[config.mk]
export PLATFORM = sky130hd
export DESIGN_NAME = alu_exec_stage
export DESIGN_NICKNAME = d
export VERILOG_FILES = /design/src/rtl/alu_exec_stage.sv
export SDC_FILE = /design/constraint.sdc
export NUM_CORES = 1
export LEC_CHECK = 0
export ABC_AREA = 1
export BUFFER_PORTS_ARGS = -buffer_cell sky130_fd_sc_hd__buf_2
export CAP_MARGIN = 20
export CORE_UTILIZATION = 57
export CTS_CLUSTER_DIAMETER = 200
export CTS_CLUSTER_SIZE = 24
export DETAILED_ROUTE_END_ITERATION = 12
export PLACE_DENSITY = 0.95
export RECOVER_POWER = 25
export SYNTH_ARGS = -nofsm -noshare
export SYNTH_HDL_FRONTEND = slang
export SYNTH_SLANG_ARGS = --single-unit
export TNS_END_PERCENT = 1
[constraint.sdc]
create_clock -name clk -period 5.15 [get_ports clk]
set_input_delay 1.03 -clock clk [delete_from_list [all_inputs] [get_ports clk]]
set_output_delay 1.03 -clock clk [all_outputs]
set_load 0.02 [all_outputs]
[src/rtl/alu_exec_stage.sv]
// alu_exec_stage: execute stage of the RV32 core, wrapped around an external
// combinational ALU.
//   S1 latches the decoded operands from ID and drives the ALU.
//   S2 registers the ALU result, destination and branch outcome for MEM/WB.
//   Both stages use valid/ready handshakes.
//
// Ports
//   clk, rst_n           core clock; asynchronous active-low reset
//   flush                synchronous squash of S1 and S2, wins over everything
//   in_valid / in_ready  ID handshake
//   in_*                 decoded instruction: ALU op, source addresses and data,
//                        immediate, immediate select, PC, branch kind, dest
//   alu_function,
//   operand_a/b          drive the ALU (function is 0 whenever S1 is empty)
//   alu_result/alu_zero  ALU response
//   out_valid/out_ready  MEM/WB handshake
//   out_*                registered result, destination, branch outcome/target
//
// Configuration
//   EX_FORWARD_EN  defined: S2 result is forwarded to S1 operands, no interlock.
//                  undefined: no forwarding; in_ready is held low while an S1 or
//                  S2 entry writes a register the offered instruction reads.
module alu_exec_stage #(
  parameter int XLEN   = 32,
  parameter int FUNC_W = 5,
  parameter int REG_W  = 5
) (
  input  logic              clk,
  input  logic              rst_n,
  input  logic              flush,
  input  logic              in_valid,
  output logic              in_ready,
  input  logic [FUNC_W-1:0] in_alu_function,
  input  logic [REG_W-1:0]  in_rs1_addr,
  input  logic [REG_W-1:0]  in_rs2_addr,
  input  logic [XLEN-1:0]   in_rs1_data,
  input  logic [XLEN-1:0]   in_rs2_data,
  input  logic [XLEN-1:0]   in_imm,
  input  logic              in_use_imm,
  input  logic [XLEN-1:0]   in_pc,
  input  logic [1:0]        in_br,
  input  logic [REG_W-1:0]  in_rd_addr,
  input  logic              in_rd_we,
  output logic [FUNC_W-1:0] alu_function,
  output logic [XLEN-1:0]   operand_a,
  output logic [XLEN-1:0]   operand_b,
  input  logic [XLEN-1:0]   alu_result,
  input  logic              alu_zero,
  output logic              out_valid,
  input  logic              out_ready,
  output logic [XLEN-1:0]   out_result,
  output logic [REG_W-1:0]  out_rd_addr,
  output logic              out_rd_we,
  output logic              out_br_taken,
  output logic [XLEN-1:0]   out_br_target
);

  typedef enum logic [1:0] {
    BR_NONE = 2'b00,
    BR_EQ   = 2'b01,
    BR_NE   = 2'b10
  } br_e;

  // S1 state
  logic              s1_valid;
  logic [FUNC_W-1:0] s1_func;
  logic [XLEN-1:0]   s1_rs1_data;
  logic [XLEN-1:0]   s1_rs2_data;
  logic [XLEN-1:0]   s1_imm;
  logic              s1_use_imm;
  logic [XLEN-1:0]   s1_pc;
  br_e               s1_br;
  logic [REG_W-1:0]  s1_rd;
  logic              s1_rd_we;

  // S2 state (the out_* registers hold the payload)
  logic              s2_valid;

  logic              s2_load;
  logic              br_squash;
  logic              accept;
  logic              hazard;
  logic              fwd_a;
  logic              fwd_b;
  logic              br_taken;
  logic [XLEN-1:0]   br_target;

  assign out_valid = s2_valid;

`ifdef EX_FORWARD_EN
  logic [REG_W-1:0] s1_rs1_addr;
  logic [REG_W-1:0] s1_rs2_addr;

  always_ff @(posedge clk or negedge rst_n) begin
    if (!rst_n) begin
      s1_rs1_addr <= '0;
      s1_rs2_addr <= '0;
    end else if (accept) begin
      s1_rs1_addr <= in_rs1_addr;
      s1_rs2_addr <= in_rs2_addr;
    end
  end

  // out_rd_we is already cleared for taken branches, so they never forward.
  always_comb begin
    fwd_a  = s2_valid & out_rd_we & (out_rd_addr != '0) & (out_rd_addr == s1_rs1_addr);
    fwd_b  = s2_valid & out_rd_we & (out_rd_addr != '0) & (out_rd_addr == s1_rs2_addr)
             & ~s1_use_imm;
    hazard = 1'b0;
  end
`else
  function automatic logic raw_dep(input logic             v,
                                   input logic             we,
                                   input logic [REG_W-1:0] rd,
                                   input logic [REG_W-1:0] rs);
    return v & we & (rd != '0) & (rd == rs);
  endfunction

  // The S2 check stays active in the cycle S2 retires: the register file
  // only holds the value once MEM/WB has taken it.
  always_comb begin
    fwd_a  = 1'b0;
    fwd_b  = 1'b0;
    hazard = raw_dep(s1_valid, s1_rd_we, s1_rd, in_rs1_addr)
           | raw_dep(s2_valid, out_rd_we, out_rd_addr, in_rs1_addr)
           | (~in_use_imm & (raw_dep(s1_valid, s1_rd_we, s1_rd, in_rs2_addr)
                           | raw_dep(s2_valid, out_rd_we, out_rd_addr, in_rs2_addr)));
  end
`endif

  always_comb begin
    br_squash    = s2_valid & out_ready & out_br_taken;
    s2_load      = s1_valid & (~s2_valid | out_ready);
    in_ready     = (~s1_valid | s2_load) & ~br_squash & ~hazard;
    accept       = in_valid & in_ready & ~flush;

    alu_function = s1_valid ? s1_func : '0;
    operand_a    = fwd_a ? out_result : s1_rs1_data;
    operand_b    = s1_use_imm ? s1_imm : (fwd_b ? out_result : s1_rs2_data);

    br_taken     = s1_valid & (((s1_br == BR_EQ) & alu_zero) | ((s1_br == BR_NE) & ~alu_zero));
    br_target    = s1_pc + s1_imm;
  end

  // S1: a taken branch leaving S2 kills the younger S1 entry instead of
  // letting it move on.
  always_ff @(posedge clk or negedge rst_n) begin
    if (!rst_n) begin
      s1_valid    <= 1'b0;
      s1_func     <= '0;
      s1_rs1_data <= '0;
      s1_rs2_data <= '0;
      s1_imm      <= '0;
      s1_use_imm  <= 1'b0;
      s1_pc       <= '0;
      s1_br       <= BR_NONE;
      s1_rd       <= '0;
      s1_rd_we    <= 1'b0;
    end else if (flush) begin
      s1_valid <= 1'b0;
    end else if (accept) begin
      s1_valid    <= 1'b1;
      s1_func     <= in_alu_function;
      s1_rs1_data <= in_rs1_data;
      s1_rs2_data <= in_rs2_data;
      s1_imm      <= in_imm;
      s1_use_imm  <= in_use_imm;
      s1_pc       <= in_pc;
      s1_br       <= br_e'(in_br);
      s1_rd       <= in_rd_addr;
      s1_rd_we    <= in_rd_we;
    end else if (s2_load | br_squash) begin
      s1_valid <= 1'b0;
    end
  end

  // S2
  always_ff @(posedge clk or negedge rst_n) begin
    if (!rst_n) begin
      s2_valid      <= 1'b0;
      out_result    <= '0;
      out_rd_addr   <= '0;
      out_rd_we     <= 1'b0;
      out_br_taken  <= 1'b0;
      out_br_target <= '0;
    end else if (flush) begin
      s2_valid <= 1'b0;
    end else if (s2_load & ~br_squash) begin
      s2_valid      <= 1'b1;
      out_result    <= alu_result;
      out_rd_addr   <= s1_rd;
      out_rd_we     <= s1_rd_we & ~br_taken;
      out_br_taken  <= br_taken;
      out_br_target <= br_target;
    end else if (out_ready) begin
      s2_valid <= 1'b0;
    end
  end

endmodule

-- Yosys cells after proc, flatten, opt, wreduce, memory -nomap -nowiden
Cells that the tools add are included.
- bits in registers: 215
- input port bits: 190
- output and inout bits: 142
- logic and storage cells: 73
- $add $sub $neg: 1
- equal/unequal tests: 6
- mux-type cells: 8
- bitwise gates (word level): 36
- reduce and logical (&&, ||, !) cells: 6
- operator list (operator ; number):
    32-bit adder ; 1
    32-bit 2-to-1 mux ; 1
    1-bit bitwise AND ; 21
    5-bit == test ; 4
    5-bit nonzero test ; 2
    1-bit inverter ; 8
    1-bit OR ; 7
    1-bit 2-to-1 mux ; 6
    3-bit nonzero test ; 2
    5-bit 2-to-1 mux ; 1
    2-bit AND reduction ; 2
    2-bit by 1-bit == test with 1-bit output (second input constant) ; 1
    2-bit == test (second input constant) ; 1

-- Longest topological paths before layout
Gate-level depths: netlist (run 1).
- depth in word-level cells: 12
- mapped depth: 13

-- Least setup slack after synthesis (run 1)
Ideal clock, no wire load.
- kind: input port to output port
- start: in in_rs1_addr[4]
- end: out in_ready
- arrival time: 1972 ps
- slack: 2148 ps
- stages: 6
- buffers on the path: 1
- cells stage by stage: xnor2_1 nand2_1 nor3_1 nor2_4 buf_2 and2_1
- word-level cells in the longest chain between the ends: 6
- elaborated cells between the ends (all ways): 8
- those cells by class: eq/ne: 2; bitwise: 6
- RTL lines (what ; RTL line ; RTL):
    start, declared ; 34 ; input logic [REG_W-1:0] in_rs1_addr,
    5-bit == test ; 116 ; return v & we & (rd != '0) & (rd == rs);
    1-bit bitwise AND ; 116 ;
    1-bit OR (*) ; 125 ; | raw_dep(s2_valid, out_rd_we, out_rd_addr, in_rs1_addr)
    1-bit OR (*) ; 126 ; | (~in_use_imm & (raw_dep(s1_valid, s1_rd_we, s1_rd, in_rs2_addr)
    1-bit inverter (*) ; 134 ; in_ready = (~s1_valid | s2_load) & ~br_squash & ~hazard;
    1-bit bitwise AND (*) ; 134 ;
    end, declared ; 32 ; output logic in_ready,
Mark *: on every way between the ends. The rest lies on a longest branch, timed or not.

-- Final worst setup path (run 1)
- start: in in_rs2_addr[0]
- end: out in_ready
- word-level cells in the longest chain between the ends: 7
- elaborated cells between the ends (all ways): 9
- those cells by class: eq/ne: 2; bitwise: 7
- RTL lines (what ; RTL line ; RTL):
    start, declared ; 35 ; input logic [REG_W-1:0] in_rs2_addr,
    5-bit == test ; 116 ;
    1-bit bitwise AND ; 116 ;
    1-bit OR (*) ; 127 ; | raw_dep(s2_valid, out_rd_we, out_rd_addr, in_rs2_addr)));
    1-bit bitwise AND (*) ; 126 ;
    1-bit OR (*) ; 126 ;
    1-bit inverter (*) ; 134 ;
    1-bit bitwise AND (*) ; 134 ;
Marks and branches as above.

==> results of run 1 <==
-- flip-flops by register name, summed over array words and instances, names as in the netlist --
name	flops
s1_use_imm	1
s1_rd	5
s1_br	2
out_rd_we	1
out_br_target	32
operand_a	32
s1_imm	32
s1_rd_we	1
out_valid	1
s1_rs2_data	32
s1_valid	1
out_rd_addr	5
s1_pc	32
out_result	32
s1_func	5
out_br_taken	1
-- through the flow --
step / total power [uW] / setup WS, ns
2_1_floorplan: 3540 / 2.15
3_3_place_gp: 4200 / 1.52
3_5_place_dp: 4270 / 1.42
4_1_cts: 5240 / 1.53
5_1_grt: 5570 / 1.25
6_report: 5230 / 1.49
-- power groups by stage --
| stage | registers, uW | clock network (uW) | logic (uW) |
|---|---|---|---|
| after floorplan | 2510 | 0 | 1040 |
| after global placement | 2280 | 0 | 1920 |
| after detailed placement | 2300 | 0 | 1970 |
| after CTS | 2270 | 992 | 1980 |
| after global routing | 2320 | 1050 | 2200 |
| final | 2280 | 975 | 1980 |
-- Yosys cell counts, drive strengths merged (19+ instances only) --
cell type	n	share of area, %
nand2	700	23
dfrtp	215	46
nand4	148	8.0
inv	139	4.5
nor2	53	1.8
nand3	47	2.1
clkbuf	43	1.4
buf	36	1.5
mux2	32	3.1
ha	31	3.3
xnor2	26	2.0
o21ai	20	0.86
a21oi	19	0.82
-- logic make-up after synthesis --
| family | share of synthesized area, % |
|---|---|
| XOR/XNOR | 2.49 |
| buffers and inverters | 7.44 |
| AO/OA/AOI/OAI | 1.95 |
| AND/OR/NAND/NOR | 35.2 |
| flip-flops | 46.3 |
| multiplexers | 3.10 |
| adder cells (fa/ha/maj) | 3.51 |
-- layout by cell type (no fill, tap or decap), types with 19 or more instances in the layout --
master / n
a21oi_1: 19
buf_2: 329
dfrtp_1: 215
ha_1: 31
inv_1: 138
mux2_2: 32
nand2_1: 699
nand3_1: 46
nand4_1: 148
nor2_1: 51
o21ai_0: 19
xnor2_1: 26
-- cell type report --
| type | instances | area, um^2 |
|---|---|---|
| timing repair buffer | 340 | 1750 |
| antenna | 3 | 7.51 |
| inverter | 141 | 529 |
| fill | 1594 | 6000 |
| sequential | 215 | 5380 |
| tap | 265 | 332 |
| multi-input combinational | 1103 | 5400 |
| clock buffer | 14 | 329 |
-- worst register-to-register path, stage by stage, from the launching register on --
cell and delay, ns:
dfrtp_1 0.46, nor2_1 0.15, nand3b_1 0.09, nand2_1 0.10, nor2_1 0.06, nand2_1 0.07, nand2_1 0.09, nand2_4 0.51
nand3_4 0.87, buf_12 0.56, nand2_1 0.14, nand2_1 0.07
-- layer usage --
metal  global-route usage, %  vias to the layer above
li1                        -                     5461
met1                    40.6                     5276
met2                    54.1                      497
met3                    5.43                       81
met4                    12.0                        0
met5                       0                        -
-- path summary, 6_finish.rpt --
check,to
hold / removal,s1_rs2_data[25]
min in group asynchronous,s1_rs2_data[28]
hold reg to reg,s1_rs2_data[25]
setup reg to reg,s1_imm[12]
setup / recovery,in_ready
max in group asynchronous,operand_a[21]
==> results.tsv, run 1 <==
metric	value	unit
status	complete, but fails checks	
violated checks	max-capacitance violations, max-slew violations	
Post-route DRC	0	
clk buf depth	3	
TritonRoute pass-1 iters	7	
met3 wire length	2570	um
CP Max Fanout	62	
Cell Area, Synth	11600	um^2
clk sinks	215	
fmax	274	MHz
Post-synth EDFFs	0	
Die ar.	21000	um^2
Routed WL per cell	16.2	um
final period utilization	71.0	%
Sw Pwr	2050	uW
total CTS buffers	12	
grt total ovfl	0	
# rows	51	
Metal-1 WL	13700	um
setup TNS	0	ns
DIE WIDTH	145	um
Max Cap Viol	1	
Crit Reg-Reg Startpoint	s1_rd[0]	
Layout Utilization	69.6	%
CP Cell Sequence	buf_2, xnor2_1, nand2_1, nor2_1, nand2_1, nand2_1, nand2_4, and2_1, buf_2	
Setup Skew	0.0145	ns
I/O pins	332	
Via density	5.44	
CTS tree	built	
startpoint types	input pin	
Pleak	0.00804	uW
P per Cell Area	382	nW/um^2
Post-CTS Setup Bufs	0	
CP arrival	2.63	ns
Critical-path top delay cell	nand2_4	
Seq pwr share	43.5	%
final instance area	13700	um^2
WL final	33700	um
Internal	3180	uW
final hold violations	0	
I/O Buffers	331	
WP depth	9	
Die Ht	145	um
Worst Hold Depth	2	
RSZ-0062 raised after global routing	false	
minimum clock period after layout	3.66	ns
FF+latch count, synth	215	
Main synth FF type	dfrtp_1	
YS warnings	0	
Crit Path Category	input pin to output pin	
aggregate global-route resource usage	31.8	%
GPL Wtd Cong	0.958	
count of final setup violators	0	
Clk network pwr share	18.6	%
Mapped Nets	1760	
Data required, critical path	4.12	ns
count of cell types in the netlist	30	
met2 wire length	16200	um
Reg clk slew, reported paths	0.09	ns
Gates resized, CTS repair	0	
final net count	2035	
Syn Inst Count	1538	
Max Slew Vio Count	127	
largest net degree at the start of global routing	128	
CP Capture Type	output pin	
area post-placement	13400	um^2
first-pass GRT wire length	51800	um
Vias	11300	
kind of cell adding the most delay to the critical path	simple AND/OR/NAND/NOR gates	
post-synthesis async set-or-reset flop share	100	%
DPL Wire Length	25000	um
Syn-to-layout area delta	18.1	%
Buf/Inv on CP	2	
slew at the pin with the worst max-slew slack	3.08	ns
part of the Yosys area used for sequential elements	46.3	%
VDD IR max	0.256	mV
initial drt markers	842	
vias in the first global route	10600	
r2r worst-path depth	11	
worst hold slack	0.478	ns
CTS H-tree depth	1	
Clk Latency, worst-skew pair	0.47	ns
combinational power share	37.8	%
hold buffers post-CTS	0	
most used cell along the critical path	nand2_1	
synthesized area per cell	7.56	um^2
crit path from	in_rs2_addr[0]	
initial antenna violation count	3	
Rel. slew slack	-106	%
Post-Place Cells	2064	
root buf cell	clkbuf_16	
antenna violation net count after detailed routing	0	
switching part of the total power	39.2	%
starting density of the core	58.9	%
max incr delay on CP	0.37	ns
worst hold start	s1_rs2_data[25]	
Core Box Area	19700	um^2
fraction of layout cells with a size suffix above 1	21.6	%
min-delay worst type	register to register	
final cell count without fillers	2081	
Max Used Layer	met4	
Reg2Reg Setup Slack	1.88	ns
(Power assumes the default switching activity.)
==> inputs of run 2 (changes only) <==
--- a/config.mk
+++ b/config.mk
@@ -8,11 +8,11 @@
 export ABC_AREA = 1
 export BUFFER_PORTS_ARGS = -buffer_cell sky130_fd_sc_hd__buf_2
 export CAP_MARGIN = 20
-export CORE_UTILIZATION = 57
+export CORE_UTILIZATION = 53
 export CTS_CLUSTER_DIAMETER = 200
 export CTS_CLUSTER_SIZE = 24
 export DETAILED_ROUTE_END_ITERATION = 12
-export PLACE_DENSITY = 0.95
+export PLACE_DENSITY = 0.93
 export RECOVER_POWER = 25
 export SYNTH_ARGS = -nofsm -noshare
 export SYNTH_HDL_FRONTEND = slang
==> constraint.sdc (replaced) <==
create_clock -name clk -period 3.53 [get_ports clk]
set_input_delay 0.706 -clock clk [delete_from_list [all_inputs] [get_ports clk]]
set_output_delay 0.706 -clock clk [all_outputs]
set_load 0.02 [all_outputs]
==> run 2 against run 1 <==
- setup slack got worse by 0.70 ns
- largest power group unchanged
- hold slack got worse by 0.058 ns
- the run still ends with max-capacitance violations, max-slew violations left
- first-iteration DRC count decreased by 22%
- register-to-register slack got worse by 0.74 ns
==> results.tsv, run 2 (synthesis results as in run 1) <==
metric	value	unit	change
sequential cell area	5380	um^2	unchanged
fmax	365	MHz	
Rel. slew slack	-73.6	%	+32 points
Die ar.	22500	um^2	+7.4%
Reg clk slew, reported paths	0.10	ns	about the same
Buf/Inv on CP	2		unchanged
Vias	11300		-0.47%
first-pass GRT wire length	53300	um	+2.8%
kind of cell adding the most delay to the critical path	simple AND/OR/NAND/NOR gates		
Routed WL per cell	16.1	um	-0.30%
I/O Buffers	331		unchanged
largest net degree at the start of global routing	143		+12%
Pleak	0.00807	uW	+0.49%
hold worst-path end	out_result[4]		
total design power	7650	uW	+46%
DIE WIDTH	150	um	+3.7%
initial antenna violation count	6		+3
slew at the pin with the worst max-slew slack	2.60	ns	-0.479 ns
antenna violation net count after detailed routing	0		unchanged
min-delay worst type	input pin to register		
initial drt markers	653		-22%
# rows	53		+3.9%
Max Slew Vio Count	102		-20%
DPL Wire Length	25000	um	about the same
CP Max Fanout	5		-92%
WP depth	9		unchanged
most used cells in the layout excluding fill and tap cells	nand2_1 (699), buf_2 (330), dfrtp_1 (215)		
Gates resized, CTS repair	0		unchanged
Post-CTS Setup Bufs	0		unchanged
worst hold start	alu_result[4]		
CP arrival	2.03	ns	-0.60 ns
status	complete, but fails checks		
CTS tree	built		
I/O pins	332		unchanged
CP Cell Sequence	nor2_1, nand3b_1, nand2_1, clkinv_1, nand3_1, nand2_1, nor2_4, and2_1, buf_2		
CTS H-tree depth	1		unchanged
GPL Wtd Cong	0.936		-2.3%
clk sinks	215		unchanged
Clk Latency, worst-skew pair	0.48	ns	about the same
setup TNS	0	ns	unchanged
final period utilization	77.6	%	
Post-route DRC	0		unchanged
total CTS buffers	12		unchanged
area occupied by multi-input gates	5400	um^2	unchanged
count of final setup violators	0		unchanged
clk buf depth	3		unchanged
Worst Hold Depth	3		+1
root buf cell	clkbuf_16		
starting density of the core	54.6	%	-4.3 points
r2r worst-path depth	11		unchanged
Crit Reg-Reg Startpoint	s1_rd[3]		
P per Cell Area	554	nW/um^2	+45%
Die Ht	150	um	+3.7%
startpoint types	register		
VDD IR max	0.305	mV	+19%
CP Capture Type	output pin		
max incr delay on CP	0.49	ns	+0.12 ns
Reg2Reg Setup Slack	1.14	ns	-0.74 ns
Core Box Area	21300	um^2	+8.0%
hold buffers post-CTS	0		unchanged
Via density	5.37		-1.3%
minimum clock period after layout	2.74	ns	
violated checks	max-capacitance violations, max-slew violations		
r2r endpoint	operand_a[16]		
fillcell total	1848		+16%
Critical-path top delay cell	dfrtp_1		
commonest non-fill, non-tap cell in the layout	nand2_1		
Crit Path Category	register to output pin		
aggregate global-route resource usage	30.0	%	-1.8 points
final net count	2040		+0.25%
RSZ-0062 raised after global routing	false		
Syn-to-layout area delta	18.9	%	
Max Cap Viol	1		unchanged
vias in the first global route	10600		-0.49%
Setup Skew	0.0225	ns	+0.00803 ns
Data required, critical path	2.82	ns	-1.30 ns
TritonRoute pass-1 iters	7		unchanged
fraction of layout cells with a size suffix above 1	21.8	%	+0.27 points
final hold violations	0		unchanged
WL final	33800	um	+0.51%
grt total ovfl	0		unchanged
most used cell along the critical path	nand2_1		
run 2: cell count changes in the layout (fill, tap and decap cells not counted), sizes merged:
cell / previous run / this run
buf: 338 / 344
diode: 3 / 5
clkbuf: 16 / 15
run 2: area by class of cell:
type                    count  share of cell area [%]
repair buffers            345                    13.2
inverters                 141                    3.83
clock buffers              14                    2.38
multi-input cells        1103                    39.1
well taps                 275                    2.49
diodes                      5                  0.0906
flip-flops and latches    215                    38.9
run 2: per-stage QoR:
stage / area [um^2] / util [%] / instances / setup WS [ns] / hold slack [ns]
2_1_floorplan: 11600 / - / 1538 / 1.18 / 0.410
3_5_place_dp: 13500 / 63.3 / 2079 / 0.906 / 0.454
5_1_grt: 13800 / 64.9 / 2098 / 0.575 / 0.416
6_report: 13800 / 64.9 / 2098 / 0.792 / 0.419
4_1_cts: 13800 / 64.9 / 2093 / 0.767 / 0.293
3_3_place_gp: 13500 / 63.3 / 2079 / 1.00 / 0.450
run 2: power breakdown:
| part | internal, uW | switching [uW] |
|---|---|---|
| logic | 1030 | 1860 |
| registers | 2960 | 366 |
| clock network | 664 | 774 |
| total | 4650 | 3000 |
run 2: worst max path at each step:
stage | start | to
global placement | in_rs1_addr[0] | s1_pc[16]
global route | rst_n | s1_func[1]
finish | s1_rd[3] | in_ready
CTS | s1_rd[3] | in_ready
detailed placement | in_rs1_addr[0] | s1_pc[11]
floorplan | in_rs1_addr[4] | in_ready
run 2: worst min-delay path, delay by kind of cell:
family        cells  cell delay, ns
simple gates      2            0.08
buf+inv           1            0.07
run 2: per-layer routing:
layer / global-route usage (%) / vias to the layer above / share of wire (%)
met4: 10.8 / 2 / 3.1
met1: 39.8 / 5209 / 42
met2: 49.6 / 513 / 47
met3: 4.94 / 80 / 7.4
met5: 0 / - / 0.038
li1: - / 5458 / -
==> inputs of run 3 (changes only) <==
--- a/config.mk
+++ b/config.mk
@@ -8,11 +8,11 @@
 export ABC_AREA = 1
 export BUFFER_PORTS_ARGS = -buffer_cell sky130_fd_sc_hd__buf_2
 export CAP_MARGIN = 20
-export CORE_UTILIZATION = 53
+export CORE_UTILIZATION = 48
 export CTS_CLUSTER_DIAMETER = 200
 export CTS_CLUSTER_SIZE = 24
 export DETAILED_ROUTE_END_ITERATION = 12
-export PLACE_DENSITY = 0.93
+export PLACE_DENSITY = 0.9
 export RECOVER_POWER = 25
 export SYNTH_ARGS = -nofsm -noshare
 export SYNTH_HDL_FRONTEND = slang
==> constraint.sdc (replaced) <==
create_clock -name clk -period 2.49 [get_ports clk]
set_input_delay 0.498 -clock clk [delete_from_list [all_inputs] [get_ports clk]]
set_output_delay 0.498 -clock clk [all_outputs]
set_load 0.02 [all_outputs]
==> run 3 against run 2 <==
- the run still ends with max-capacitance violations, max-slew violations left
- core utilization down 5.4 points
- clock skew decreased by 0.0076 ns
- setup slack lost 0.78 ns
- design area up 1.7%
- clock power grew 43%
- register-to-register slack lost 0.89 ns
==> results.tsv, run 3 (synthesis results as in run 1) <==
metric	value	unit	change
Die Ht	158	um	+5.0%
initial antenna violation count	8		+2
total design power	10900	uW	+43%
post-placement setup slack	0.234	ns	-0.672 ns
Reg clk slew, reported paths	0.09	ns	about the same
TritonRoute pass-1 iters	5		-2
# rows	56		+5.7%
busiest grt layer	met2		
DPL Wire Length	25600	um	+2.4%
minimum clock period after layout	2.48	ns	
final cell count without fillers	2160		+3.0%
fillcell total	2123		+15%
CP Capture Type	output pin		
area post-placement	13600	um^2	+0.98%
vias in the first global route	10700		+1.5%
final net count	2055		+0.74%
starting density of the core	49.2	%	-5.4 points
Post-Place Cells	2130		+2.5%
Crit Path Category	register to output pin		
fraction of layout cells with a size suffix above 1	23.1	%	+1.3 points
Max Slew Vio Count	68		-33%
Sw Pwr	4300	uW	+44%
final period utilization	99.5	%	
GR Layer Usage met3	5.04	%	+0.098 points
CP arrival	1.98	ns	-0.05 ns
Data required, critical path	1.99	ns	-0.83 ns
final instance area	14000	um^2	+1.7%
CP Max Fanout	5		unchanged
max incr delay on CP	0.49	ns	about the same
final hold violations	0		unchanged
setup slack after layout	0.0133	ns	-0.779 ns
Internal	6640	uW	+43%
status	complete, but fails checks		
met1 usage	37.1	%	-2.7 points
combinational power share	38.0	%	+0.2 points
RSZ-0062 raised after global routing	true		
min-delay worst type	input pin to register		
most used cells in the layout excluding fill and tap cells	nand2_1 (696), buf_2 (330), dfrtp_1 (207)		
Clk network pwr share	18.9	%	about the same
grt total ovfl	0		unchanged
Die ar.	24800	um^2	+10%
Post-route DRC	0		unchanged
count of final setup violators	0		unchanged
startpoint types	register		
grt met2 use	45.3	%	-4.2 points
antenna violation net count after detailed routing	0		unchanged
clk buf depth	3		unchanged
Clk Latency, worst-skew pair	0.48	ns	about the same
CP Cell Sequence	xnor2_1, nand2_1, nor2_1, nand2_1, nand2_1, nand2_4, and2_1, buf_6		
Routed WL per cell	15.9	um	-1.5%
GPL Wtd Cong	0.928		-0.80%
area occupied by multi-input gates	5420	um^2	+0.42%
I/O pins	332		unchanged
slew at the pin with the worst max-slew slack	1.59	ns	-1.02 ns
Seq pwr share	43.1	%	-0.3 points
I/O Buffers	331		unchanged
violated checks	max-capacitance violations, max-slew violations		
WL final	34300	um	+1.4%
initial drt markers	766		+17%
first-pass GRT wire length	54900	um	+3.0%
Via density	5.26		-2.0%
Max Cap Viol	1		unchanged
switching part of the total power	39.3	%	+0.13 points
largest net degree at the start of global routing	135		-5.6%
commonest non-fill, non-tap cell in the layout	nand2_1		
VDD IR max	0.430	mV	+41%
Core Box Area	23600	um^2	+11%
root buf cell	clkbuf_16		
Syn-to-layout area delta	20.9	%	
DIE WIDTH	158	um	+5.0%
Vias	11400		+0.86%
CTS tree	built		
sequential cell area	5390	um^2	+0.19%
worst hold slack	0.211	ns	-0.209 ns
P per Cell Area	779	nW/um^2	+41%
Pleak	0.00815	uW	+0.95%
Rel. slew slack	-5.82	%	+68 points
aggregate global-route resource usage	27.8	%	-2.3 points
fmax	404	MHz	
CTS H-tree depth	1		unchanged
Critical-path top delay cell	dfrtp_1		
most used cell along the critical path	nand2_1		
total CTS buffers	12		unchanged
Setup Skew	0.0149	ns	-0.00759 ns
clk sinks	215		unchanged
==> run 3: per-stage QoR <==
step	utilization (%)	TNS (ns)
2_1_floorplan	-	0
3_3_place_gp	57.7	0
3_5_place_dp	57.7	0
4_1_cts	59.2	0
5_1_grt	59.5	-0.0378
6_report	59.5	0
==> run 3: final cells by class <==
type | instances | share of cell area, %
antenna | 8 | 0.143
timing repair buffer | 360 | 14.0
tap | 319 | 2.84
sequential | 215 | 38.4
multi-input combinational | 1103 | 38.6
inverter | 141 | 3.77
clock buffer | 14 | 2.34
==> run 3: final timing paths <==
| path | cells after the start | slack [ns] | startpoint | end |
|---|---|---|---|---|
| min in group asynchronous | 2 | 0.94 | rst_n | s1_rs2_data[3] |
| min | 3 | 0.21 | alu_result[9] | out_result[9] |
| max reg2reg | 11 | 0.25 | s1_rd[3] | s1_pc[4] |
| max | 8 | 0.01 | s1_rd[4] | in_ready |
| min reg2reg | 2 | 0.47 | s1_rs2_data[25] | s1_rs2_data[25] |
| max in group asynchronous | 3 | 0.37 | rst_n | out_br_target[19] |
==> run 3: power by group through the flow <==
stage               registers, uW  clock network [uW]  logic (uW)
floorplan                    5190                   0        2140
global placement             4740                   0        4030
detailed placement           4770                   0        4100
CTS                          4720                2110        4120
global route                 4810                2230        4620
finish                       4720                2060        4160
==> run 3: timing repair <==
action / 4_1_cts / 5_1_grt
hold endpoints to repair: 25 / 0
endpoints found under the setup margin: 1 / 1
hold buffers: 1 / 0
resized for setup: 9 / 7
pin swaps: 1 / 3
buffers inserted: 1 / 6
==> run 3: per-layer routing <==
metal	part of all wire [%]	up-vias	routed length, um
met5	0.029	-	10
met3	7.6	71	2610
met1	43	5296	14600
li1	-	5507	-
met2	47	483	16000
met4	3.1	2	1050
==> run 3: worst max-delay path: cells and delay by family, from the launching register on <==
family	cells	cell delay [ns]
flip-flops	1	0.49
AND/OR/NAND/NOR	6	0.63
XOR/XNOR	1	0.25
buffers and inverters	1	0.14
